===== config.mk =====
export PLATFORM = sky130hd
export DESIGN_NAME = rot4_cmd_sequencer
export DESIGN_NICKNAME = d
export VERILOG_FILES = /design/src/rtl/rot4_cmd_sequencer.sv
export SDC_FILE = /design/constraint.sdc
export NUM_CORES = 1
export LEC_CHECK = 0
export BUFFER_PORTS_ARGS = -buffer_cell sky130_fd_sc_hd__buf_4
export CORE_MARGIN = 3
export CORE_UTILIZATION = 46
export CTS_CLUSTER_DIAMETER = 150
export DETAILED_ROUTE_END_ITERATION = 16
export HOLD_SLACK_MARGIN = 0.12
export PLACE_DENSITY = 0.72
export SETUP_SLACK_MARGIN = 0.2
export SLEW_MARGIN = 20
export SYNTH_ARGS = -nofsm -noshare
export SYNTH_HDL_FRONTEND = slang
export SYNTH_SLANG_ARGS = --single-unit

===== constraint.sdc =====
create_clock -name clk -period 1.7 [get_ports clk]
set_input_delay 0.17 -clock clk [delete_from_list [all_inputs] [get_ports clk]]
set_output_delay 0.17 -clock clk [all_outputs]
set_load 0.01 [all_outputs]

===== src/rtl/rot4_cmd_sequencer.sv =====
// rot4_cmd_sequencer: command front-end for an external 4-bit rotate stage.
// Accepts one rotate command at a time, drives the stage from registers,
// captures the stage result and returns it over a valid/ready handshake.
// Sweep mode walks the rotate amount through all four values.
module rot4_cmd_sequencer (
    input  logic                 clk,
    input  logic                 rst,
    input  logic                 in_valid,
    output logic                 in_ready,
    input  logic [3:0]           in_data,
    input  logic [1:0]           in_amt,
    input  logic                 in_sweep,
    output logic                 sh_a,
    output logic                 sh_b,
    output logic                 sh_c,
    output logic                 sh_d,
    output logic [1:0]           sh_sel,
    input  logic [3:0]           sh_out,
    output logic                 out_valid,
    input  logic                 out_ready,
    output logic [3:0]           out_data,
    output logic [1:0]           out_amt,
    output logic                 out_last
);

    localparam int unsigned DW = 4;
    localparam int unsigned AW = 2;
    localparam int unsigned CW = 2;

    typedef enum logic [1:0] {
        S_IDLE    = 2'd0,
        S_CAPTURE = 2'd1,
        S_OUT     = 2'd2
    } state_t;

    state_t          state_q, state_d;
    logic [DW-1:0]   data_q, data_d;
    logic [AW-1:0]   amt_q, amt_d;
    logic            sweep_q, sweep_d;
    logic [CW-1:0]   cnt_q, cnt_d;
    logic            in_ready_d;
    logic            out_valid_d;
    logic [DW-1:0]   out_data_d;
    logic [AW-1:0]   out_amt_d;
    logic            out_last_d;

    // Rotate stage is fed only from registered command state.
    assign sh_a   = data_q[3];
    assign sh_b   = data_q[2];
    assign sh_c   = data_q[1];
    assign sh_d   = data_q[0];
    assign sh_sel = amt_q;

    // State and output registers; reset aborts any command in flight.
    always_ff @(posedge clk) begin
        if (rst) begin
            state_q   <= S_IDLE;
            data_q    <= '0;
            amt_q     <= '0;
            sweep_q   <= 1'b0;
            cnt_q     <= '0;
            in_ready  <= 1'b1;
            out_valid <= 1'b0;
            out_data  <= '0;
            out_amt   <= '0;
            out_last  <= 1'b0;
        end else begin
            state_q   <= state_d;
            data_q    <= data_d;
            amt_q     <= amt_d;
            sweep_q   <= sweep_d;
            cnt_q     <= cnt_d;
            in_ready  <= in_ready_d;
            out_valid <= out_valid_d;
            out_data  <= out_data_d;
            out_amt   <= out_amt_d;
            out_last  <= out_last_d;
        end
    end

    // Next-state and next-output logic.
    always_comb begin
        state_d    = state_q;
        data_d     = data_q;
        amt_d      = amt_q;
        sweep_d    = sweep_q;
        cnt_d      = cnt_q;
        out_data_d = out_data;
        out_amt_d  = out_amt;
        out_last_d = out_last;

        case (state_q)
            S_IDLE: begin
                if (in_valid) begin
                    data_d  = in_data;
                    amt_d   = in_amt;
                    sweep_d = in_sweep;
                    cnt_d   = '0;
                    state_d = S_CAPTURE;
                end
            end
            S_CAPTURE: begin
                out_data_d = sh_out;
                out_amt_d  = amt_q;
                out_last_d = !sweep_q || (cnt_q == CW'(3));
                state_d    = S_OUT;
            end
            S_OUT: begin
                if (out_ready) begin
                    if (out_last) begin
                        state_d = S_IDLE;
                    end else begin
                        amt_d   = AW'(amt_q + AW'(1));
                        cnt_d   = CW'(cnt_q + CW'(1));
                        state_d = S_CAPTURE;
                    end
                end
            end
            default: begin
                state_d = S_IDLE;
            end
        endcase

        // Handshake flags follow the state being entered.
        in_ready_d  = (state_d == S_IDLE);
        out_valid_d = (state_d == S_OUT);
    end

endmodule


# Word-level counts from Yosys, hierarchy flattened
# Index checks and enable logic that the tools add are counted.
[totals]
reg_bits = 20
output_inout_bits = 15
inputBits = 15
elab_cells = 38
[classes]
n_reduce_logical = 7
mux = 12
add_sub_neg = 2
n_eq_ne = 7
[ops]
columns = ["op", "n"]
rows = [
  ["2-to-1 mux 2 bit", 8],
  ["one-hot mux 2 bit (2 select lines)", 2],
  ["equality test 2 bit (second input constant)", 3],
  ["inequality test 2 bit (second input constant)", 3],
  ["one-hot mux 2 bit (3 select lines)", 1],
  ["adder 2 x 1 -> 2 bit (second input constant)", 2],
  ["zero test 2 bit", 2],
  ["AND reduction 4 bit", 1],
  ["equality test 2 x 1 -> 1 bit (second input constant)", 1],
  ["AND reduction 2 bit", 1],
  ["nonzero test 2 bit", 1],
  ["zero test 1 bit", 1],
  ["logical OR 1 bit", 1],
  ["2-to-1 mux 1 bit", 1],
]

# Depth between registers and ports, before layout
# Gate-level depths: netlist of run 1.
[depth]
depth_word = 4
ltp_mapped = 5
mapped_depth_nobuf = 4

# Worst setup path before layout of run 1
# OpenSTA, ideal clock, no wires.
[synth_path]
path_kind = "register to register"
from = "reg state_q[1]"
to = "reg amt_q[1], in the netlist sh_sel[1]"
t_arrival_ns = 1.109
period_less_slack_ns = 1.237
setup_slack_ns = 0.463
stages_incl_launch_ff = 6
setup_ns = 0.128
path_cell_list = "dfxtp_1 > buf_6 > nor3b_4 > a311o_1 > o21ai_1 > nor2b_1"
[synth_via]
elab_chain_cells = 3
elab_cells_between_ends = 8
[synth_rtl]
columns = ["element", "line", "rtl"]
rows = [
  ["from (decl)", "36", "state_t state_q, state_d;"],
  ["from (signal assigned)", "68", "state_q <= state_d;"],
  ["equality test 2 bit / zero test 2 bit (equally long branches)", "92", "case (state_q)"],
  ["inequality test 2 bit (no line) / nonzero test 2 bit (equally long branches)", "-", ""],
  ["AND reduction 4 bit (no line)", "-", ""],
  ["to (signal assigned)", "70", "amt_q <= amt_d;"],
  ["to (decl)", "38", "logic [AW-1:0] amt_q, amt_d;"],
]
# Parallel ways exist; a longest one is shown, timed or not.
# A chain may end at the register's enable or synchronous reset.

# Worst setup path after layout of run 1
[layout_path]
from = "reg state_q[1]"
to = "reg amt_q[0], in the netlist sh_sel[0]"
# Same word-level chain as after synthesis.

==> flow_metrics.env, run 1 <==
export IMPL_status="finished clean"
export IMPL_grt_pass1_wl_um=2730
export IMPL_cts_hold_buf=9
export IMPL_drtAntennaViolNets=0
export IMPL_drt_pass1_iterations=4
export IMPL_synth_top_family_by_area="simple AND/OR/NAND/NOR gates"
export IMPL_maxCapViolCount=0
export IMPL_synth_ff_type="dfxtp_1"
export IMPL_layout_drive_gt1_share=0.288
export IMPL_synthSimpleGateAreaFrac=0.239
export IMPL_hpwlAfterDp_um=1200
export IMPL_synth_fa_ha_area_frac=0.0155
export IMPL_dieArea_sq_um=2290
export IMPL_critical_path_class="reg -> reg"
export IMPL_vias_per_cell=5.16
export IMPL_synth_area_mux_share=0.0884
export IMPL_synth_compound_area_frac=0.116
export IMPL_crit_path_start_kind="register"
export IMPL_max_freq_ghz=0.746
export IMPL_placementRows=14
export IMPL_cts_made_buffers=3
export IMPL_max_vdd_ir_drop_mv=0.493
export IMPL_routedWlPerCell_um=12.6
export IMPL_worstSkewPairLatency_ns=0.30
export IMPL_power_total_mw=0.984
export IMPL_hold_path_class="in -> reg"
export IMPL_cp_cell_sequence="nor3b_4 > a21oi_2 > o2bb2ai_1 > nor2b_1"
export IMPL_core_sq_um=1580
export IMPL_netlist_area_sq_um=807
export IMPL_synth_nets=104
export IMPL_area_growth_pct=41.6
export IMPL_synth_edf_count=0
export IMPL_crit_slowest_cell="nor3b_4"
export IMPL_cts_repair_resized=0
export IMPL_clockBufferDepth=2
export IMPL_slew_viol_final=0
export IMPL_ys_seq_area_frac=0.496
export IMPL_final_setup_tns_ns=0
export IMPL_gp_congestion=0.716
export IMPL_cts_tree="built"
export IMPL_leakagePower_nw=0.497
export IMPL_drt_iter0_markers=8
export IMPL_p_per_area_nw_per_um2=861
export IMPL_hold_violations=0
export IMPL_arrival_ns=1.54
export IMPL_worst_pin_slew_ns=0.477
export IMPL_end_kind="register"
export IMPL_cp_top_family="simple AND/OR/NAND/NOR gates"
export IMPL_fillers=123
export IMPL_grt_max_degree=20
export IMPL_grt_antenna_before_repair=0
export IMPL_worstPathBufferInverterCount=0
export IMPL_cp_slowest_stage_delay_ns=0.46
export IMPL_port_buffers=29
export IMPL_rsz0062_at_grt="no"
export IMPL_root_buffer="clkbuf_4"
export IMPL_htreeDepth=1
export IMPL_worstPathMaxFanout=9
export IMPL_synth_cell_types=27
export IMPL_synth_seq_cells=20
export IMPL_synth_xor_area_share=0
export IMPL_worstPathRequired_ns=1.90
export IMPL_die_w_um=47.9
export IMPL_layout_nets=142
export IMPL_cts_setup_buffers=0
export IMPL_drc=0
export IMPL_wl_um=1780
export IMPL_start_util=0.512
export IMPL_period_needed_ns=1.34
export IMPL_path_clk_slew_ns=0.12
export IMPL_slew_headroom=0.681
export IMPL_pin_count=30
export IMPL_cts_sinks=20
export IMPL_die_h_um=47.9
export IMPL_grt_pass1_vias=641
export IMPL_vias=728
export IMPL_final_common_cell="buf_4"
export IMPL_ys_warnings_count=0
export IMPL_diodes=0
export IMPL_synth_area_per_cell_sq_um=9.17
export IMPL_syn_instance_count=88
export IMPL_setup_viol=0
export IMPL_period_share=0.788
export IMPL_final_cell_mix="buf_4, dfxtp_1, nand2_1"
export IMPL_async_flop_share=0
export IMPL_fin_worst_skew_ns=0.00741
export IMPL_gr_total_overflow=0
export IMPL_grt_usage=0.173
## worst register-to-register path: stages (launching register included)
cell       delay (ns)
dfxtp_1          0.41
nor3b_4          0.46
a21oi_2          0.10
o2bb2ai_1        0.14
nor2b_1          0.13
## worst paths after layout
check / start / to / slack, ns / cells past startpoint
max: state_q[1]$_SDFF_PP0_ / sh_sel[0]$_SDFFE_PP0P_ / 0.36 / 4
max reg2reg: state_q[1]$_SDFF_PP0_ / sh_sel[0]$_SDFFE_PP0P_ / 0.36 / 4
min reg2reg: out_amt[1]$_SDFFE_PP0N_ / out_amt[1]$_SDFFE_PP0N_ / 0.46 / 2
min: rst / out_amt[1]$_SDFFE_PP0N_ / 0.16 / 2
## cells in the mapped netlist, types with 2 or more instances
| master | number | area, sq um |
|---|---|---|
| nand2b_1 | 2 | 12.5 |
| nor2b_1 | 4 | 25.0 |
| nand2_1 | 14 | 52.6 |
| inv_1 | 2 | 7.51 |
| dfxtp_1 | 20 | 400 |
| nor2_1 | 10 | 37.5 |
| mux2i_1 | 6 | 60.1 |
| buf_2 | 2 | 10.0 |
| a21oi_1 | 10 | 50.1 |
## power by group
part | internal (mW) | switching, mW | leakage (nW) | total (mW)
combinational | 0.102 | 0.0801 | 0.313 | 0.182
sequential | 0.498 | 0.0233 | 0.164 | 0.521
clock | 0.131 | 0.150 | 0.0210 | 0.281
## area by class of cell
class	instances	area, sq um	share of cell area
clock buffers	4	36.3	0.0318
inverters	2	7.51	0.00657
multi-input cells	61	370	0.324
flip-flops and latches	20	400	0.350
well taps	16	20.0	0.0175
repair buffers	38	308	0.269
## cell families (layout without fill, tap and decap cells)
| group | count (synthesis) | in the layout |
|---|---|---|
| AO/OA/AOI/OAI | 16 | 16 |
| adder cells (fa/ha/maj) | 1 | 1 |
| buffers and inverters | 7 | 44 |
| flip-flops | 20 | 20 |
| multiplexers | 7 | 7 |
| AND/OR/NAND/NOR | 37 | 37 |
## metal layers
layer	vias to the layer above	routed length [um]	track usage
li1	372	-	-
met1	333	800	0.214
met2	19	879	0.280
met3	4	76	0.0301
met4	0	27	0.0968
met5	-	0	0
## flip-flops by register name, summed over array words and instances, names as in the netlist
name / count
cnt_q: 2
data_q: 4
in_ready: 1
out_amt: 2
out_data: 4
out_last: 1
out_valid: 1
sh_sel: 2
state_q: 2
sweep_q: 1
## through the flow
| stage | setup WS, ns | cells | util | cell area [sq um] | hold WS, ns |
|---|---|---|---|---|---|
| after global routing | 0.252 | 141 | 0.725 | 1140 | 0.175 |
| after detailed placement | 0.383 | 128 | 0.644 | 1020 | 0.424 |
| after floorplan | 0.463 | 88 | - | 807 | 0.306 |
| after CTS | 0.357 | 141 | 0.725 | 1140 | 0.162 |
| final | 0.360 | 141 | 0.725 | 1140 | 0.163 |
| after global placement | 0.394 | 128 | 0.644 | 1020 | 0.407 |
Note: power is estimated with default switching activity, not from simulation.
==> inputs of run 2 (changes only) <==
- ABC_AREA: unset -> 1
- CORE_UTILIZATION: 46 -> 41
- PLACE_DENSITY: 0.72 -> 0.68
- clock period: 1.7 -> 1.15 ns (I/O delays scaled with it)
==> run 2 against run 1 <==
The run now ends with hold timing left. Final area grew 12%. Hold slack got worse by 0.17 ns. Via count increased by 7.8%. Clock skew is 0.0015 ns lower. Die area grew 9.1%. Sequential power grew 55%. Largest cell class unchanged.
==> flow_metrics.env, run 2 <==
export IMPL_vias_per_cell=4.62
export IMPL_synth_area_leaders="dfxtp_1, nor2_1, o21ai_0"
export IMPL_ys_seq_area_frac=0.504
export IMPL_port_buffers=29
export IMPL_final_setup_tns_ns=0
export IMPL_synth_nets=114
export IMPL_setup_slack_ns=0.0954
export IMPL_htreeDepth=1
export IMPL_netlist_area_sq_um=795
export IMPL_worst_pin_slew_ns=0.562
export IMPL_grt_pass1_vias=778
export IMPL_stdcell_count=170
export IMPL_async_flop_share=0
export IMPL_start_util=0.446
export IMPL_synth_top_cell_by_area="dfxtp_1"
export IMPL_synth_common_cells="nor2_1, dfxtp_1, o21ai_0"
export IMPL_r2r_setup_slack_ns=0.1
export IMPL_grt_usage=0.187
export IMPL_synth_ff_type="dfxtp_1"
export IMPL_hpwlAfterDp_um=1370
export IMPL_hold_path_class="in -> reg"
export IMPL_final_common_cell="buf_4"
export IMPL_slew_viol_final=0
export IMPL_arrival_ns=1.30
export IMPL_period_needed_ns=1.05
export IMPL_layout_nets=162
export IMPL_dieArea_sq_um=2500
export IMPL_end_kind="register"
export IMPL_diodes=0
export IMPL_layout_drive_gt1_share=0.497
export IMPL_drt_pass1_iterations=4
export IMPL_rsz0062_at_grt="yes"
export IMPL_routedWlPerCell_um=12.2
export IMPL_leakagePower_nw=0.594
export IMPL_path_clk_slew_ns=0.12
export IMPL_dpl_cell_count=151
export IMPL_die_h_um=50.0
export IMPL_drt_iter0_markers=11
export IMPL_violations="hold timing"
export IMPL_cts_sinks=20
export IMPL_cts_tree="built"
export IMPL_root_buffer="clkbuf_4"
export IMPL_core_sq_um=1780
export IMPL_grt_pass1_wl_um=3500
export IMPL_fin_worst_skew_ns=0.00588
export IMPL_die_w_um=50.0
export IMPL_pin_count=30
export IMPL_synth_seq_cells=20
export IMPL_cts_made_buffers=3
export IMPL_placed_area_sq_um=1050
export IMPL_maxCapViolCount=0
export IMPL_synth_area_per_cell_sq_um=8.11
export IMPL_ys_warnings_count=0
export IMPL_placementRows=15
export IMPL_slew_headroom=0.625
export IMPL_setup_viol=0
export IMPL_timing_hold_ws_ns=-0.00384
export IMPL_wl_um=2080
export IMPL_grt_max_degree=17
export IMPL_utilization=0.719
export IMPL_max_freq_ghz=0.948
export IMPL_reg_largest_list="data_q x4, out_data x4"
export IMPL_crit_path_start_kind="register"
export IMPL_clockBufferDepth=2
export IMPL_synth_edf_count=0
export IMPL_period_share=0.917
export IMPL_area_growth_pct=61.3
export IMPL_worstPathMaxFanout=6
export IMPL_status="complete, but fails checks"
export IMPL_worstSkewPairLatency_ns=0.31
export IMPL_critical_path_class="reg -> reg"
export IMPL_gp_congestion=0.831
export IMPL_drtAntennaViolNets=0
export IMPL_syn_instance_count=98
export IMPL_fin_area_sq_um=1280
export IMPL_hold_violations=1
export IMPL_gr_total_overflow=0
export IMPL_synth_top_area_frac=0.504
export IMPL_worstPathRequired_ns=1.39
export IMPL_drc=0
export IMPL_vias=785
export IMPL_grt_antenna_before_repair=0
export IMPL_synth_cell_types=18
export IMPL_final_cell_mix="buf_4, nor2_1"
export IMPL_cts_hold_buf=9
export IMPL_max_vdd_ir_drop_mv=0.930
export IMPL_place_ws_ns=0.106
export IMPL_p_per_area_nw_per_um2=1270
export IMPL_synth_most_common_cell="nor2_1"
==> run 2: power by group <==
group / internal, mW / switching, mW
clock network: 0.194 / 0.228
registers: 0.762 / 0.0457
logic: 0.206 / 0.196
total: 1.16 / 0.470
==> run 2: cell families (layout without fill, tap and decap cells) <==
family,count (synthesis),in the layout,share of synthesized area
AOI/OAI and AO/OA,22,22,0.157
adders and majority gates,1,1,0.0157
buffers and inverters,11,58,0.0567
DFF,20,20,0.504
and+or+nand+nor,44,44,0.266
==> run 2: worst max-delay path, cell delays in order, from the launching register on <==
cell and delay, ns:
dfxtp_4 0.39, inv_4 0.05, nor2_4 0.20, buf_6 0.16
o21ai_2 0.05, nor2_1 0.14
==> run 2: path summary, 6_finish.rpt <==
path / startpoint / to / depth (start not counted)
min: rst / state_q[0]$_SDFF_PP0_ / 2
min reg2reg: sweep_q$_SDFFE_PP0P_ / out_last$_SDFFE_PP0N_ / 1
max reg2reg: state_q[0]$_SDFF_PP0_ / out_data[3]$_SDFFE_PP0N_ / 5
max: state_q[0]$_SDFF_PP0_ / out_data[3]$_SDFFE_PP0N_ / 5
==> run 2: layer usage <==
layer / vias up / global-route usage / wire (um)
met5: - / 0 / 0
met4: 0 / 0.106 / 59
met3: 7 / 0.0514 / 111
met2: 21 / 0.302 / 1040
met1: 345 / 0.220 / 873
li1: 412 / - / -
==> run 2: area by class of cell <==
| type | instances | area [sq um] |
|---|---|---|
| Fill cell | 149 | 502 |
| Tap cell | 25 | 31.3 |
| Timing Repair Buffer | 44 | 360 |
| Sequential cell | 20 | 419 |
| Clock buffer | 4 | 36.3 |
| Multi-Input combinational cell | 67 | 384 |
| Inverter | 10 | 50.0 |
==> run 2: repair_timing <==
item	4_1_cts	5_1_grt
buffers inserted	3	3
pin swaps	8	9
resized for setup	16	18
endpoints found under the setup margin	21	27
endpoints found under the hold margin	13	4
==> run 2: metrics by stage <==
step                      power, mW  hold slack [ns]
after floorplan               0.983            0.175
after global placement         1.12            0.333
after detailed placement       1.13            0.332
after CTS                      1.61         -0.00695
after global routing           1.71        -0.000364
final                          1.63         -0.00384
